<file path="src/rtl/alu_pkg.sv">
// ---------------------------------------------------------------------------
// alu_pkg
// Shared definitions for the ALU sharing arbiter:
//   - ALU opcode constants
//   - op_legal(): returns 1 for opcodes the ALU implements
//   - state_t   : sequencer state encoding (IDLE / ISSUE / RESP)
// ---------------------------------------------------------------------------
package alu_pkg;

   localparam logic [2:0] ALU_AND = 3'b000;
   localparam logic [2:0] ALU_OR  = 3'b001;
   localparam logic [2:0] ALU_ADD = 3'b010;
   localparam logic [2:0] ALU_SUB = 3'b110;
   localparam logic [2:0] ALU_SLT = 3'b111;

   typedef enum logic [1:0] {
      IDLE  = 2'd0,
      ISSUE = 2'd1,
      RESP  = 2'd2
   } state_t;

   // Opcodes 011, 100 and 101 have no ALU function behind them.
   function automatic logic op_legal(input logic [2:0] op);
      logic legal;
      legal = 1'b0;
      case (op)
         ALU_AND, ALU_OR, ALU_ADD, ALU_SUB, ALU_SLT: legal = 1'b1;
         default:                                   legal = 1'b0;
      endcase
      return legal;
   endfunction

endpackage

</file>
<file path="src/rtl/rr_arbiter2.sv">
// ---------------------------------------------------------------------------
// rr_arbiter2
// Two-way combinational arbiter. Grants the sole valid requester, or the
// requester named by prio when both are valid. No grant while enable=0.
// Ports:
//   valid  [1:0] in   request lines
//   prio         in   index of the requester that wins a tie
//   enable       in   grants allowed this cycle
//   grant  [1:0] out  one-hot (or zero) grant
// ---------------------------------------------------------------------------
module rr_arbiter2
   import alu_pkg::*;
(
   input  logic [1:0] valid,
   input  logic       prio,
   input  logic       enable,
   output logic [1:0] grant
);

   always_comb begin
      grant = 2'b00;
      if (enable) begin
         grant[0] = valid[0] & (~valid[1] | ~prio);
         grant[1] = valid[1] & (~valid[0] |  prio);
      end
   end

endmodule

</file>
<file path="src/rtl/alu_share_arbiter.sv">
// ---------------------------------------------------------------------------
// alu_share_arbiter
// Shares one ALU between two requesters. One operation at a time is
// accepted in IDLE (round-robin on ties), issued to the ALU for ALU_LAT
// cycles, and its result/zero captured into the owner's response registers,
// which are presented until the owner acknowledges. Illegal opcodes skip
// the ALU and answer directly with err=1.
// Ports:
//   clk, reset                       clock, synchronous active-high reset
//   reqN_valid/ready/a/b/op          request channel of requester N
//   rspN_valid/ready/result/zero/err response channel of requester N
//   alu_A, alu_B, alu_control        drive to the shared ALU
//   alu_result, alu_zero             ALU outputs
//   busy                             high whenever not IDLE
// ---------------------------------------------------------------------------
module alu_share_arbiter
   import alu_pkg::*;
#(
   parameter int WIDTH   = 32,
   parameter int ALU_LAT = 1
)(
   input  logic             clk,
   input  logic             reset,
   input  logic             req0_valid,
   output logic             req0_ready,
   input  logic [WIDTH-1:0] req0_a,
   input  logic [WIDTH-1:0] req0_b,
   input  logic [2:0]       req0_op,
   output logic             rsp0_valid,
   input  logic             rsp0_ready,
   output logic [WIDTH-1:0] rsp0_result,
   output logic             rsp0_zero,
   output logic             rsp0_err,
   input  logic             req1_valid,
   output logic             req1_ready,
   input  logic [WIDTH-1:0] req1_a,
   input  logic [WIDTH-1:0] req1_b,
   input  logic [2:0]       req1_op,
   output logic             rsp1_valid,
   input  logic             rsp1_ready,
   output logic [WIDTH-1:0] rsp1_result,
   output logic             rsp1_zero,
   output logic             rsp1_err,
   output logic [WIDTH-1:0] alu_A,
   output logic [WIDTH-1:0] alu_B,
   output logic [2:0]       alu_control,
   input  logic [WIDTH-1:0] alu_result,
   input  logic             alu_zero,
   output logic             busy
);

   // Index of the final ISSUE cycle.
   localparam logic [2:0] LAST_CNT = 3'(ALU_LAT - 1);

   state_t           state_q, state_d;
   logic             prio_q, prio_d;
   logic             owner_q, owner_d;
   logic [2:0]       cnt_q, cnt_d;
   logic [WIDTH-1:0] alu_a_q, alu_a_d;
   logic [WIDTH-1:0] alu_b_q, alu_b_d;
   logic [2:0]       alu_ctrl_q, alu_ctrl_d;

   logic [WIDTH-1:0] rsp_result_q [2];
   logic [WIDTH-1:0] rsp_result_d [2];
   logic [1:0]       rsp_zero_q, rsp_zero_d;
   logic [1:0]       rsp_err_q, rsp_err_d;

   logic [1:0]       grant;
   logic [1:0]       rsp_ready_vec;
   logic             accept;
   logic             acc_owner;
   logic [WIDTH-1:0] acc_a, acc_b;
   logic [2:0]       acc_op;
   logic             acc_legal;
   logic             capture;

   rr_arbiter2 u_arb (
      .valid  ({req1_valid, req0_valid}),
      .prio   (prio_q),
      .enable (state_q == IDLE),
      .grant  (grant)
   );

   assign req0_ready    = grant[0];
   assign req1_ready    = grant[1];
   assign rsp_ready_vec = {rsp1_ready, rsp0_ready};

   // Grants are already qualified by valid, so any grant is an accept.
   assign accept    = |grant;
   assign acc_owner = grant[1];
   assign acc_a     = acc_owner ? req1_a  : req0_a;
   assign acc_b     = acc_owner ? req1_b  : req0_b;
   assign acc_op    = acc_owner ? req1_op : req0_op;
   assign acc_legal = op_legal(acc_op);

   // Sequencer next-state logic.
   always_comb begin
      state_d    = state_q;
      prio_d     = prio_q;
      owner_d    = owner_q;
      cnt_d      = cnt_q;
      alu_a_d    = alu_a_q;
      alu_b_d    = alu_b_q;
      alu_ctrl_d = alu_ctrl_q;
      capture    = 1'b0;
      case (state_q)
         IDLE: begin
            if (accept) begin
               owner_d = acc_owner;
               prio_d  = ~acc_owner;
               if (acc_legal) begin
                  // ALU drive only changes for ops that actually use it.
                  alu_a_d    = acc_a;
                  alu_b_d    = acc_b;
                  alu_ctrl_d = acc_op;
                  cnt_d      = 3'd0;
                  state_d    = ISSUE;
               end else begin
                  state_d = RESP;
               end
            end
         end
         ISSUE: begin
            if (cnt_q == LAST_CNT) begin
               capture = 1'b1;
               state_d = RESP;
            end else begin
               cnt_d = cnt_q + 3'd1;
            end
         end
         RESP: begin
            if (rsp_ready_vec[owner_q]) begin
               state_d = IDLE;
            end
         end
         default: state_d = IDLE;
      endcase
   end

   // Response registers: loaded with an error answer on an illegal accept,
   // or with the ALU outputs on the capture edge.
   always_comb begin
      for (int i = 0; i < 2; i++) begin
         rsp_result_d[i] = rsp_result_q[i];
      end
      rsp_zero_d = rsp_zero_q;
      rsp_err_d  = rsp_err_q;
      if (state_q == IDLE && accept && !acc_legal) begin
         rsp_result_d[acc_owner] = '0;
         rsp_zero_d[acc_owner]   = 1'b0;
         rsp_err_d[acc_owner]    = 1'b1;
      end else if (capture) begin
         rsp_result_d[owner_q] = alu_result;
         rsp_zero_d[owner_q]   = alu_zero;
         rsp_err_d[owner_q]    = 1'b0;
      end
   end

   always_ff @(posedge clk) begin
      if (reset) begin
         state_q    <= IDLE;
         prio_q     <= 1'b0;
         owner_q    <= 1'b0;
         cnt_q      <= 3'd0;
         alu_a_q    <= '0;
         alu_b_q    <= '0;
         alu_ctrl_q <= 3'b000;
         for (int i = 0; i < 2; i++) begin
            rsp_result_q[i] <= '0;
         end
         rsp_zero_q <= 2'b00;
         rsp_err_q  <= 2'b00;
      end else begin
         state_q    <= state_d;
         prio_q     <= prio_d;
         owner_q    <= owner_d;
         cnt_q      <= cnt_d;
         alu_a_q    <= alu_a_d;
         alu_b_q    <= alu_b_d;
         alu_ctrl_q <= alu_ctrl_d;
         for (int i = 0; i < 2; i++) begin
            rsp_result_q[i] <= rsp_result_d[i];
         end
         rsp_zero_q <= rsp_zero_d;
         rsp_err_q  <= rsp_err_d;
      end
   end

   assign alu_A       = alu_a_q;
   assign alu_B       = alu_b_q;
   assign alu_control = alu_ctrl_q;
   assign busy        = (state_q != IDLE);

   assign rsp0_valid  = (state_q == RESP) && !owner_q;
   assign rsp1_valid  = (state_q == RESP) &&  owner_q;
   assign rsp0_result = rsp_result_q[0];
   assign rsp1_result = rsp_result_q[1];
   assign rsp0_zero   = rsp_zero_q[0];
   assign rsp1_zero   = rsp_zero_q[1];
   assign rsp0_err    = rsp_err_q[0];
   assign rsp1_err    = rsp_err_q[1];

endmodule

</file>
<file path="config.mk">
export PLATFORM = sky130hd
export DESIGN_NAME = alu_share_arbiter
export DESIGN_NICKNAME = d
export VERILOG_FILES = /design/src/rtl/alu_pkg.sv /design/src/rtl/rr_arbiter2.sv /design/src/rtl/alu_share_arbiter.sv
export SDC_FILE = /design/constraint.sdc
export NUM_CORES = 1
export LEC_CHECK = 0
export ABC_AREA = 1
export CAP_MARGIN = 20
export CORE_MARGIN = 2
export CORE_UTILIZATION = 43
export DETAILED_ROUTE_END_ITERATION = 6
export PLACE_DENSITY = 0.91
export SLEW_MARGIN = 10
export SYNTH_ARGS = -nofsm -noshare
export SYNTH_HDL_FRONTEND = slang
export SYNTH_HIERARCHICAL = 1
export SYNTH_SLANG_ARGS = --single-unit
</file>
<file path="constraint.sdc">
create_clock -name clk -period 3.2 [get_ports clk]
set_input_delay 0.32 -clock clk [delete_from_list [all_inputs] [get_ports clk]]
set_output_delay 0.32 -clock clk [all_outputs]
set_load 0.01 [all_outputs]
</file>
==> results.toml <==
[synthesis]
synth_area_um2 = 5980
synthXorXnorAreaFrac = 0
synthSimpleGateAreaFrac = 0.335
syn_nets = 1060
ys_warn_count = 6
synth-compound-area-share = 0.123
synth-seq-cells = 142
synth_cell_type_count = 23
synthMuxAreaShare = 0
synthAdderAreaFrac = 0.00418
syn-mean-instance-area_um2 = 6.76
synth_cells = 885
synth_top_family_by_area = "simple AND/OR/NAND/NOR gates"
ys_seq_area_frac = 0.475

[setup_path]
worst_path_largest_cell_delay_ns = 0.65
cp_top_family = "buffers and inverters"
worstPathArrival_ns = 2.71
start_kind = "register"
required_ns = 2.88
critical_path_class = "register to output pin"
cp_cell_sequence = "inv_1, nand2_1, inv_1, nand2_1, a21oi_4, buf_4, clkdlybuf4s50_1"
path_buf_inv = 4
crit_path_top_delay_cell = "clkdlybuf4s50_1"
crit_fanout = 47
cp-end-kind = "output pin"

[timing]
fin_crit_ns = 3.03
finalSetupViolations = 0
hold_viol_final = 0
setup_slack_ns = 0.173
hold_slack_ns = 0.446
tightest_slew_ns = 1.02
finalCritPeriodShare = 0.946
drv_slew = 0
max_slew_margin = 0.320
fmaxAchievable_mhz = 330
rsz0062_at_grt = "false"
fin_tns_setup_ns = 0
worst_clock_skew_ns = 0.00700

[flow_run]
max_cap_viol_count = 0

[clocking]
cts-resized-gates = 0
clkTransAtPathRegs_ns = 0.06
cts_tree = "done"
clock_latency_ns = 0.42
cts_setup_buffers = 0
cts_buffers = 17
cts_sinks = 142
cts_root_buffer = "clkbuf_16"
cts.path.max_buffers = 2
cts_hold_buf = 0
h-tree-depth = 4

[routing]
vias_per_cell = 4.90
routed_wl_um = 19900
drt_iter0_drc = 390
firstDrtPassIters = 7
ant_nets = 0
drc = 0
wire_per_inst_um = 14.6
num_vias = 6672

[finish]
nets = 1345
drive_above_1_share = 0.0431
syn2layout_area_growth_pct = 62.6
antennaDiodeCount = 0
final_cells = 1362
multi_input_area_um2 = 2780
stdcell_area_um2 = 9730
regArea_um2 = 2840
nFillCells = 1090

[floorplan]
dieArea_um2 = 14900
rows = 43
die_height_um = 122
die_w_um = 122
coreArea_um2 = 13700
start_util = 0.436
ios = 313

[pwr]
p_leak_nw = 4.01
pwr_density_cell_nw_per_um2 = 822
ir_drop_mv = 0.450

[global_route]
grt_pass1_wl_um = 30800
grt_pass1_vias = 6395
grtUsageTotal = 0.263
antenna_found_initial = 0
gr-total-overflow = 0
grt_max_degree = 75

[placement]
placed_cells = 1331
portBuffers = 312
place_ws_ns = 0.520
gp_congestion = 0.881
dpl-instance-area_um2 = 9140
dp_hpwl_um = 14000

[status]
outcome = "finished clean"

[hold_path]
hold_path_class = "register to register"
[metrics by stage]
step           power [mW]  utilization
6_report             7.99        0.709
5_1_grt              8.50        0.709
4_1_cts              8.03        0.709
3_5_place_dp         6.03        0.666
3_3_place_gp         5.93        0.666
2_1_floorplan        4.48            -
[power breakdown]
part	internal [mW]	switching, mW
Combinational	1.54	1.96
Sequential	2.26	0.249
Clock	1.25	0.736
Total	5.05	2.95
[worst paths after layout]
path | startpoint | endpoint | slack [ns] | cells after the start
setup / recovery | state_q[0] | req1_ready | 0.17 | 7
hold / removal | rsp_err_q[0] | rsp_err_q[0] | 0.45 | 2
setup reg to reg | state_q[0] | rsp_result_q[0][29] | 0.51 | 13
hold reg to reg | rsp_err_q[0] | rsp_err_q[0] | 0.45 | 2
[worst reg2reg max path: stages (launching register included)]
cell     delay (ns)
dfxtp_1        0.29
inv_1          0.13
nand2_1        0.15
inv_1          0.20
nand2_1        0.12
a21oi_4        0.26
nand2_1        0.11
nand2_1        0.16
nand3_1        0.12
nand2_2        0.15
nand2_1        0.11
nand2_2        0.51
nand2_1        0.16
a21oi_1        0.17
[cell usage in the layout, fill, tap and decap left out, drive strengths merged]
cell type	synthesis	final
bufinv	0	3
nand2	369	369
buf	31	11
nor2	140	140
inv	18	19
o21ai	66	66
clkbuf	25	22
nand4	4	4
nand3	8	8
clkinv	0	3
a31oi	1	1
dfxtp	142	142
a21oi	77	77
clkdlybuf4s50	0	311
ha	2	2
clkinvlp	0	2
nor3	1	1
or2	1	1
[final cells by class]
type,count,share of cell area
clock inverter,9,0.0140
sequential,142,0.292
tap,180,0.0232
timing repair buffer,322,0.331
clock buffer,22,0.0467
multi-input combinational,669,0.286
inverter,18,0.00720
[Yosys cell counts]
| cell | n | share of area |
|---|---|---|
| o21ai_0 | 36 | 0.030 |
| inv_4 | 1 | 0.0010 |
| dfxtp_1 | 142 | 0.48 |
| buf_4 | 3 | 0.0038 |
| clkbuf_1 | 25 | 0.016 |
| nor2_2 | 2 | 0.0021 |
| nand2_2 | 5 | 0.0052 |
| a21oi_1 | 76 | 0.064 |
| inv_1 | 16 | 0.010 |
| ha_1 | 2 | 0.0042 |
| o21ai_1 | 30 | 0.025 |
| a21oi_4 | 1 | 0.0027 |
| a31oi_1 | 1 | 0.0010 |
| buf_2 | 12 | 0.010 |
| inv_2 | 1 | 0.00063 |
| nand4_1 | 4 | 0.0042 |
| buf_1 | 7 | 0.0044 |
| nand2_1 | 364 | 0.23 |
| nor2_1 | 138 | 0.087 |
| nor3_1 | 1 | 0.00084 |
| nand3_1 | 8 | 0.0067 |
| buf_6 | 9 | 0.017 |
| or2_2 | 1 | 0.0010 |
[cell families (layout without fill, tap and decap cells)]
logic type / after synthesis / after routing
compound gates: 144 / 144
simple gates: 523 / 523
buf+inv: 74 / 371
flops: 142 / 142
fa+ha+maj: 2 / 2
[flip-flops by register name (all words and copies together), names as in the netlist]
register,count
rsp_result_q,64
owner_q,1
alu_A,32
alu_control,3
prio_q,1
state_q,2
cnt_q,3
rsp_err_q,2
rsp_zero_q,2
alu_B,32
[per-layer routing]
layer  global-route usage  part of all wire
met1                0.284              0.39
met2                0.466              0.50
met3               0.0777             0.071
met4                0.131             0.042
met5                    0                 0
Power figures use the tool's default switching activity.
